===== config.mk =====
export PLATFORM = sky130hd
export DESIGN_NAME = hazard_stall_ctrl_flat
export DESIGN_NICKNAME = d
export VERILOG_FILES = /design/src/rtl/hazard_stall_ctrl_if.sv /design/src/rtl/hazard_stall_ctrl.sv /design/src/flat_wrapper.sv
export SDC_FILE = /design/constraint.sdc
export NUM_CORES = 1
export LEC_CHECK = 0
export CELL_PAD_IN_SITES_DETAIL_PLACEMENT = 0
export CELL_PAD_IN_SITES_GLOBAL_PLACEMENT = 2
export CORE_MARGIN = 2
export CORE_UTILIZATION = 31
export CTS_CLUSTER_SIZE = 40
export DETAILED_ROUTE_END_ITERATION = 10
export GPL_TIMING_DRIVEN = 1
export PLACE_DENSITY = 0.9
export SYNTH_ARGS = -nofsm -noshare
export SYNTH_HDL_FRONTEND = slang
export SYNTH_SLANG_ARGS = --single-unit

===== constraint.sdc =====
create_clock -name clk -period 4 [get_ports clk]
set_clock_uncertainty 0.1 [all_clocks]
set_input_delay 1.2 -clock clk [delete_from_list [all_inputs] [get_ports clk]]
set_output_delay 1.2 -clock clk [all_outputs]
set_load 0.05 [all_outputs]

===== src/rtl/hazard_stall_ctrl_if.sv =====
// Decode-side handshake between the DEC stage and the hazard/stall controller.
// The master drives the instruction description; the slave returns buffer controls.
interface hazard_stall_ctrl_if #(
    parameter int REG_INDEX_BIT_WIDTH = 4
);
    logic                           dec_valid;
    logic [REG_INDEX_BIT_WIDTH-1:0] dec_src1;
    logic [REG_INDEX_BIT_WIDTH-1:0] dec_src2;
    logic                           dec_use_src1;
    logic                           dec_use_src2;
    logic [REG_INDEX_BIT_WIDTH-1:0] dec_dst;
    logic                           dec_reg_file_wrt_en;
    logic                           exe_br_taken;
    logic                           fe_dec_en;
    logic                           fe_dec_flush;
    logic                           dec_exe_bubble;

    modport master (
        output dec_valid, dec_src1, dec_src2, dec_use_src1, dec_use_src2,
               dec_dst, dec_reg_file_wrt_en, exe_br_taken,
        input  fe_dec_en, fe_dec_flush, dec_exe_bubble
    );

    modport slave (
        input  dec_valid, dec_src1, dec_src2, dec_use_src1, dec_use_src2,
               dec_dst, dec_reg_file_wrt_en, exe_br_taken,
        output fe_dec_en, fe_dec_flush, dec_exe_bubble
    );
endinterface


===== src/rtl/hazard_stall_ctrl.sv =====
// Stall/flush controller for the FE/DEC and DEC/EXE buffers, tracking in-flight
// destination registers in EXE, MEM and WB to detect read-after-write hazards.
module hazard_stall_ctrl #(
    parameter int REG_INDEX_BIT_WIDTH = 4,
    parameter int CNT_WIDTH           = 32,
    parameter int WB_BYPASS           = 1
) (
    input  logic                 clk,
    input  logic                 reset,
    hazard_stall_ctrl_if.slave   pipe,
    output logic [CNT_WIDTH-1:0] stall_cnt,
    output logic [CNT_WIDTH-1:0] flush_cnt
);

    typedef struct packed {
        logic                           valid;
        logic [REG_INDEX_BIT_WIDTH-1:0] dst;
        logic                           wrt_en;
    } sb_entry_t;

    localparam bit CONSIDER_WB = (WB_BYPASS == 0);

    sb_entry_t exe_q;
    sb_entry_t mem_q;
    sb_entry_t wb_q;

    logic hit_src1;
    logic hit_src2;
    logic hazard;
    logic flush;
    logic stall;

    function automatic logic entry_match(input sb_entry_t e,
                                         input logic [REG_INDEX_BIT_WIDTH-1:0] src);
        return e.valid & e.wrt_en & (e.dst == src);
    endfunction

    // The DEC instruction is compared only against older entries, never itself.
    always_comb begin
        hit_src1 = entry_match(exe_q, pipe.dec_src1) | entry_match(mem_q, pipe.dec_src1)
                 | (CONSIDER_WB & entry_match(wb_q, pipe.dec_src1));
        hit_src2 = entry_match(exe_q, pipe.dec_src2) | entry_match(mem_q, pipe.dec_src2)
                 | (CONSIDER_WB & entry_match(wb_q, pipe.dec_src2));
        hazard   = (pipe.dec_use_src1 & hit_src1) | (pipe.dec_use_src2 & hit_src2);
        flush    = pipe.exe_br_taken & exe_q.valid;
        stall    = pipe.dec_valid & hazard & ~flush;
    end

    always_comb begin
        pipe.fe_dec_en      = ~stall;
        pipe.fe_dec_flush   = flush;
        pipe.dec_exe_bubble = stall | flush | ~pipe.dec_valid;
    end

    // The shadow pipeline always advances; a bubble enters EXE whenever DEC is held.
    always_ff @(posedge clk or posedge reset) begin
        if (reset) begin
            exe_q <= '0;
            mem_q <= '0;
            wb_q  <= '0;
        end else begin
            wb_q  <= mem_q;
            mem_q <= exe_q;
            if (pipe.dec_exe_bubble) begin
                exe_q <= '0;
            end else begin
                exe_q <= '{valid: 1'b1, dst: pipe.dec_dst, wrt_en: pipe.dec_reg_file_wrt_en};
            end
        end
    end

    always_ff @(posedge clk or posedge reset) begin
        if (reset) begin
            stall_cnt <= '0;
            flush_cnt <= '0;
        end else begin
            if (stall && (stall_cnt != '1)) begin
                stall_cnt <= stall_cnt + CNT_WIDTH'(1);
            end
            if (flush && (flush_cnt != '1)) begin
                flush_cnt <= flush_cnt + CNT_WIDTH'(1);
            end
        end
    end

endmodule


===== src/flat_wrapper.sv =====
// flat-port wrapper written by rule: the top's interface ports become plain ports
module hazard_stall_ctrl_flat 
#(
    parameter int REG_INDEX_BIT_WIDTH = 4,
    parameter int CNT_WIDTH           = 32,
    parameter int WB_BYPASS           = 1
)
  (clk, reset, stall_cnt, flush_cnt, pipe_dec_valid, pipe_dec_src1, pipe_dec_src2, pipe_dec_use_src1, pipe_dec_use_src2, pipe_dec_dst, pipe_dec_reg_file_wrt_en, pipe_exe_br_taken, pipe_fe_dec_en, pipe_fe_dec_flush, pipe_dec_exe_bubble);
  hazard_stall_ctrl_if #(.REG_INDEX_BIT_WIDTH(REG_INDEX_BIT_WIDTH)) pipe_i ();
  input  logic clk;
  input  logic reset;
  output logic [CNT_WIDTH-1:0] stall_cnt;
  output logic [CNT_WIDTH-1:0] flush_cnt;
  input wire logic [$bits(pipe_i.dec_valid)-1:0] pipe_dec_valid;
  input wire logic [$bits(pipe_i.dec_src1)-1:0] pipe_dec_src1;
  input wire logic [$bits(pipe_i.dec_src2)-1:0] pipe_dec_src2;
  input wire logic [$bits(pipe_i.dec_use_src1)-1:0] pipe_dec_use_src1;
  input wire logic [$bits(pipe_i.dec_use_src2)-1:0] pipe_dec_use_src2;
  input wire logic [$bits(pipe_i.dec_dst)-1:0] pipe_dec_dst;
  input wire logic [$bits(pipe_i.dec_reg_file_wrt_en)-1:0] pipe_dec_reg_file_wrt_en;
  input wire logic [$bits(pipe_i.exe_br_taken)-1:0] pipe_exe_br_taken;
  output wire logic [$bits(pipe_i.fe_dec_en)-1:0] pipe_fe_dec_en;
  output wire logic [$bits(pipe_i.fe_dec_flush)-1:0] pipe_fe_dec_flush;
  output wire logic [$bits(pipe_i.dec_exe_bubble)-1:0] pipe_dec_exe_bubble;
  assign pipe_i.dec_valid = pipe_dec_valid;
  assign pipe_i.dec_src1 = pipe_dec_src1;
  assign pipe_i.dec_src2 = pipe_dec_src2;
  assign pipe_i.dec_use_src1 = pipe_dec_use_src1;
  assign pipe_i.dec_use_src2 = pipe_dec_use_src2;
  assign pipe_i.dec_dst = pipe_dec_dst;
  assign pipe_i.dec_reg_file_wrt_en = pipe_dec_reg_file_wrt_en;
  assign pipe_i.exe_br_taken = pipe_exe_br_taken;
  assign pipe_fe_dec_en = pipe_i.fe_dec_en;
  assign pipe_fe_dec_flush = pipe_i.fe_dec_flush;
  assign pipe_dec_exe_bubble = pipe_i.dec_exe_bubble;
  hazard_stall_ctrl #(.REG_INDEX_BIT_WIDTH(REG_INDEX_BIT_WIDTH), .CNT_WIDTH(CNT_WIDTH), .WB_BYPASS(WB_BYPASS)) u_core (.clk(clk), .reset(reset), .pipe(pipe_i), .stall_cnt(stall_cnt), .flush_cnt(flush_cnt));
endmodule

### Yosys cells after proc, flatten, opt, wreduce, memory -nomap -nowiden

Cells that the tools add are included.

| word-level totals | value |
|---|---|
| register bits after elaboration | 76 |

| operators by class | value |
|---|---|
| add/subtract/negate cells | 2 |
| eq/ne operators | 6 |
| multiplexer cells | 1 |
| bitwise logic cells | 19 |
| reductions and logical operators | 2 |

Operators with widths:

| kind | number |
|---|---|
| 32-bit by 1-bit adder with 32-bit output (second input constant) | 2 |
| 32-bit inequality test (second input constant) | 2 |
| 4-bit == test | 4 |
| 1-bit AND | 11 |
| 6-bit 2-to-1 mux | 1 |
| 1-bit OR | 5 |
| 1-bit NOT | 3 |
| 1-bit logical AND | 2 |

### Depth between registers and ports, before layout

| logic depth | value |
|---|---|
| depth in word-level cells | 10 |
| mapped depth | 9 |
| mapped depth without buffers | 7 |

### Worst setup path after synthesis

Ideal clock, no wire load.

| path | value |
|---|---|
| path type | in2out |
| start | input port pipe_dec_src1[0] |
| end | output port pipe_fe_dec_en |
| arrival time | 2.645 ns |
| required time | 2.700 ns |
| path slack | 0.055 ns |
| stages on the path | 7 |
| cell sequence | xnor2_1 > nand4_1 > nor4_1 > or4_1 > clkbuf_1 > clkbuf_1 > nand2_1 |

| on the way | value |
|---|---|
| cells in the longest elaborated chain, start to end | 8 |
| elaborated cells on any way between the ends | 10 |
| those cells by class | eq/ne (2); bitwise (8) |

RTL lines:

| element | RTL line | RTL |
|---|---|---|
| from (decl) | flat_wrapper.sv:15 | `input wire logic [$bits(pipe_i.dec_src1)-1:0] pipe_dec_src1;` |
| 4-bit == test | hazard_stall_ctrl.sv:35 | `return e.valid & e.wrt_en & (e.dst == src);` |
| 1-bit AND | hazard_stall_ctrl.sv:35 |  |
| 1-bit OR * | hazard_stall_ctrl.sv:40 | `hit_src1 = entry_match(exe_q, pipe.dec_src1) \| entry_match(mem_q, pipe.dec_src1)` |
| 1-bit AND * | hazard_stall_ctrl.sv:44 | `hazard = (pipe.dec_use_src1 & hit_src1) \| (pipe.dec_use_src2 & hit_src2);` |
| 1-bit OR * | hazard_stall_ctrl.sv:44 |  |
| 1-bit AND * (2 in a row) | hazard_stall_ctrl.sv:46 | `stall = pipe.dec_valid & hazard & ~flush;` |
| 1-bit NOT * | hazard_stall_ctrl.sv:50 | `pipe.fe_dec_en = ~stall;` |
| to (decl) | flat_wrapper.sv:22 | `output wire logic [$bits(pipe_i.fe_dec_en)-1:0] pipe_fe_dec_en;` |

Every way passes the cells marked *; elsewhere a longest branch is shown, timed or not.

### Worst setup path in the final report

| path | value |
|---|---|
| start | input port pipe_dec_src2[3] |
| end | output port pipe_fe_dec_en |

| on the way | value |
|---|---|
| cells in the longest elaborated chain, start to end | 8 |
| elaborated cells on any way between the ends | 10 |
| those cells by class | eq/ne (2); bitwise (8) |

RTL lines:

| element | RTL line | RTL |
|---|---|---|
| from (decl) | flat_wrapper.sv:16 | `input wire logic [$bits(pipe_i.dec_src2)-1:0] pipe_dec_src2;` |
| 4-bit == test | hazard_stall_ctrl.sv:35 |  |
| 1-bit AND | hazard_stall_ctrl.sv:35 |  |
| 1-bit OR * | hazard_stall_ctrl.sv:42 | `hit_src2 = entry_match(exe_q, pipe.dec_src2) \| entry_match(mem_q, pipe.dec_src2)` |
| 1-bit AND * | hazard_stall_ctrl.sv:44 |  |
| 1-bit OR * | hazard_stall_ctrl.sv:44 |  |
| 1-bit AND * (2 in a row) | hazard_stall_ctrl.sv:46 |  |
| 1-bit NOT * | hazard_stall_ctrl.sv:50 |  |

Marks and branches as above.

==> impl_metrics.json <==
{
  "dp_hpwl_um": 6732,
  "final_area_mm2": 0.005156,
  "insertion_delay_ns": 0.34,
  "cts_tree": "done",
  "ys_warn_count": 0,
  "antenna_found_initial": 0,
  "io_pins": 86,
  "root_buffer": "clkbuf_16",
  "place_congestion": 0.8149,
  "finalCritPeriodShare_pct": 99.10,
  "netlist_top_cells_count": "dfrtp_1 (76), xnor2_1 (51), nand3_1 (40), nand2_1 (28), nor2_1 (28)",
  "cpMaxStageDelayCell": "or4_4",
  "clock.fmax_mhz": 252.3,
  "whs_endpoint": "u_core.mem_q[0]$_DFF_PP0_",
  "critPathMaxStageDelay_ns": 0.58,
  "critPathBufInv": 3,
  "routedWlPerCell_um": 15.24,
  "slew_headroom_pct": 51.32,
  "cts_buffer_depth": 2,
  "die_w_um": 114.2,
  "ir_drop_v": 0.0001830,
  "seq_area_frac_synth_pct": 50.52,
  "place_area_mm2": 0.004827,
  "syn_avg_cell_area_um2": 10.12,
  "drive_gt1_share_pct": 8.936,
  "viasPerCell": 5.050,
  "finalPower_mw": 1.986,
  "synthArstFlopShare_pct": 100.0,
  "path_cells": "dlygate4sd2_1, xor2_1, nor4_1, or4_4, buf_6, nand2_2, buf_12",
  "setup_viol": 0,
  "yosysTopAreaCell": "dfrtp_1",
  "reg2reg_depth": 6,
  "firstDrtPassIters": 4,
  "holdWs_ns": 0.3195,
  "synth_most_common_cell": "dfrtp_1",
  "cap_violations": 0,
  "cts_hold_buf": 0,
  "start_util_pct": 31.61,
  "synth_cells": 372,
  "num_rows": 40,
  "period_needed_ns": 3.964,
  "grt_usage_pct": 15.41,
  "grt_pass1_wl_um": 15710,
  "synth-seq-cells": 76,
  "portBuffers": 85,
  "h-tree-depth": 3,
  "required_ns": 2.70,
  "p_leak_nw": 2.129,
  "drt-initial-drc-count": 182,
  "netlist_area_mm2": 0.003765,
  "postLayoutCoreUtil_pct": 43.29,
  "overflow": 0,
  "grt_max_degree": 45,
  "clock_sinks": 76,
  "worst-setup-path-type": "primary input to output pin",
  "core_area_mm2": 0.01191,
  "path_delay_family": "simple AND/OR/NAND/NOR gates",
  "rr_endpoint": "u_core.stall_cnt[27]$_DFFE_PP0P_",
  "fin_nets": 486,
  "postRouteAntennaNets": 0,
  "syn-num-nets": 393,
  "ys_types": 36,
  "drc": 0,
  "syn_to_final_growth_pct": 36.96,
  "reg2reg_slack_ns": 1.54,
  "power_density_mw_per_mm2": 385.2,
  "critPathArrivalTime_ns": 2.66,
  "tightest_slew_ns": 0.7292,
  "finalWirelength_um": 9401,
  "end_kind": "output pin",
  "synth-edff-count": 0,
  "clkTransAtPathRegs_ns": 0.05,
  "finalMaxSlewViolations": 0,
  "min-delay-path-class": "flip-flop to flip-flop",
  "hold_path_depth": 0,
  "synth.area.top_cells": "dfrtp_1 (51%), xnor2_1 (12%), xor2_1 (5.4%)",
  "cts_buffers": 9,
  "num_vias": 3116,
  "rsz0062_at_grt": "no",
  "antenna_cells": 0,
  "grt_pass1_vias": 3130,
  "fp.dieH_um": 114.2,
  "synth_top_area_share_pct": 50.52,
  "dieArea_mm2": 0.01304,
  "startpoint_type": "primary input",
  "hold_start": "u_core.exe_q[0]$_DFF_PP0_",
  "hold_viol": 0,
  "synth_flop_cell": "dfrtp_1",
  "crit_path_max_fanout": 2,
  "status": "finished, final reports clean",
  "r2r-start": "u_core.stall_cnt[3]$_DFFE_PP0P_"
}
-- state kept, by name, summed over array words and instances (netlist names) --
| signal | flops |
|---|---|
| u_core.exe_q | 6 |
| u_core.flush_cnt | 32 |
| u_core.mem_q | 6 |
| u_core.stall_cnt | 32 |
-- metal layers --
| layer | track usage (%) | part of all wire [%] | vias up |
|---|---|---|---|
| li1 | - | - | 1493 |
| met1 | 19.99 | 44 | 1518 |
| met3 | 4.817 | 6.4 | 17 |
| met4 | 6.585 | 1.8 | 0 |
| met5 | 0 | 0 | - |
| met2 | 23.81 | 48 | 88 |
-- kinds of logic after synthesis --
logic type	Yosys count	share of synthesized area, %
AOI/OAI and AO/OA	10	1.728
xor gates and xnor gates	74	17.21
adders and majority gates	2	0.6646
buffers and inverters	20	2.060
DFF	76	50.52
muxes	3	0.8972
and+or+nand+nor	187	26.92
-- cells in the final DEF (no fill, tap or decap), drive strengths merged, types with 7 or more instances in the layout --
master         synthesis  routed
and3                  10      10
nand3                 41      41
clkbuf                 7      12
nand2                 28      28
and2                   7       7
dfrtp                 76      76
nor2                  29      29
xnor2                 51      51
xor2                  23      23
nor4                   8       8
clkdlybuf4s50          0      72
dlygate4sd2            0       9
nand4                 26      26
buf                    3      10
inv                   10      10
nor3                  18      18
-- worst max-delay path by stage --
stage,start,to,slack [ns],cells after the start
3_5_place_dp,pipe_dec_src1[3],pipe_dec_exe_bubble,-0.49,7
2_1_floorplan,pipe_dec_src1[0],pipe_fe_dec_en,0.05,7
5_1_grt,pipe_dec_src2[0],pipe_fe_dec_en,0.007,7
6_report,pipe_dec_src2[3],pipe_fe_dec_en,0.04,7
3_3_place_gp,pipe_dec_src1[0],pipe_dec_exe_bubble,-0.32,8
4_1_cts,pipe_dec_src2[3],pipe_fe_dec_en,0.02,8
-- power breakdown --
group,switching (mW),internal (mW),leakage (nW)
registers,0.0517,0.806,1.02
logic,0.190,0.111,0.956
clock network,0.312,0.515,0.149
total,0.554,1.43,2.13
-- stage by stage --
stage / worst slack, ns / TNS, ns / cells
6_report: 0.03586 / 0 / 617
2_1_floorplan: 0.05467 / 0 / 372
5_1_grt: 0.007204 / 0 / 617
3_5_place_dp: -0.4862 / -0.7974 / 599
4_1_cts: 0.02465 / 0 / 616
3_3_place_gp: -0.3177 / -0.5305 / 599
-- timing repair --
action	CTS	global route
pin swaps	5	2
setup buffers	1	1
resized for setup	14	3
endpoints found under the setup margin	2	1
-- cell type report --
type	instances	area, um^2
Timing Repair Buffer	92	929.6
Tap cell	147	183.9
Multi-Input combinational cell	276	1799
Fill cell	1140	6755
Clock buffer	12	256.5
Inverter	10	37.54
Clock inverter	4	47.55
Sequential cell	76	1902
No activity file was read; power rests on OpenSTA's default activity.
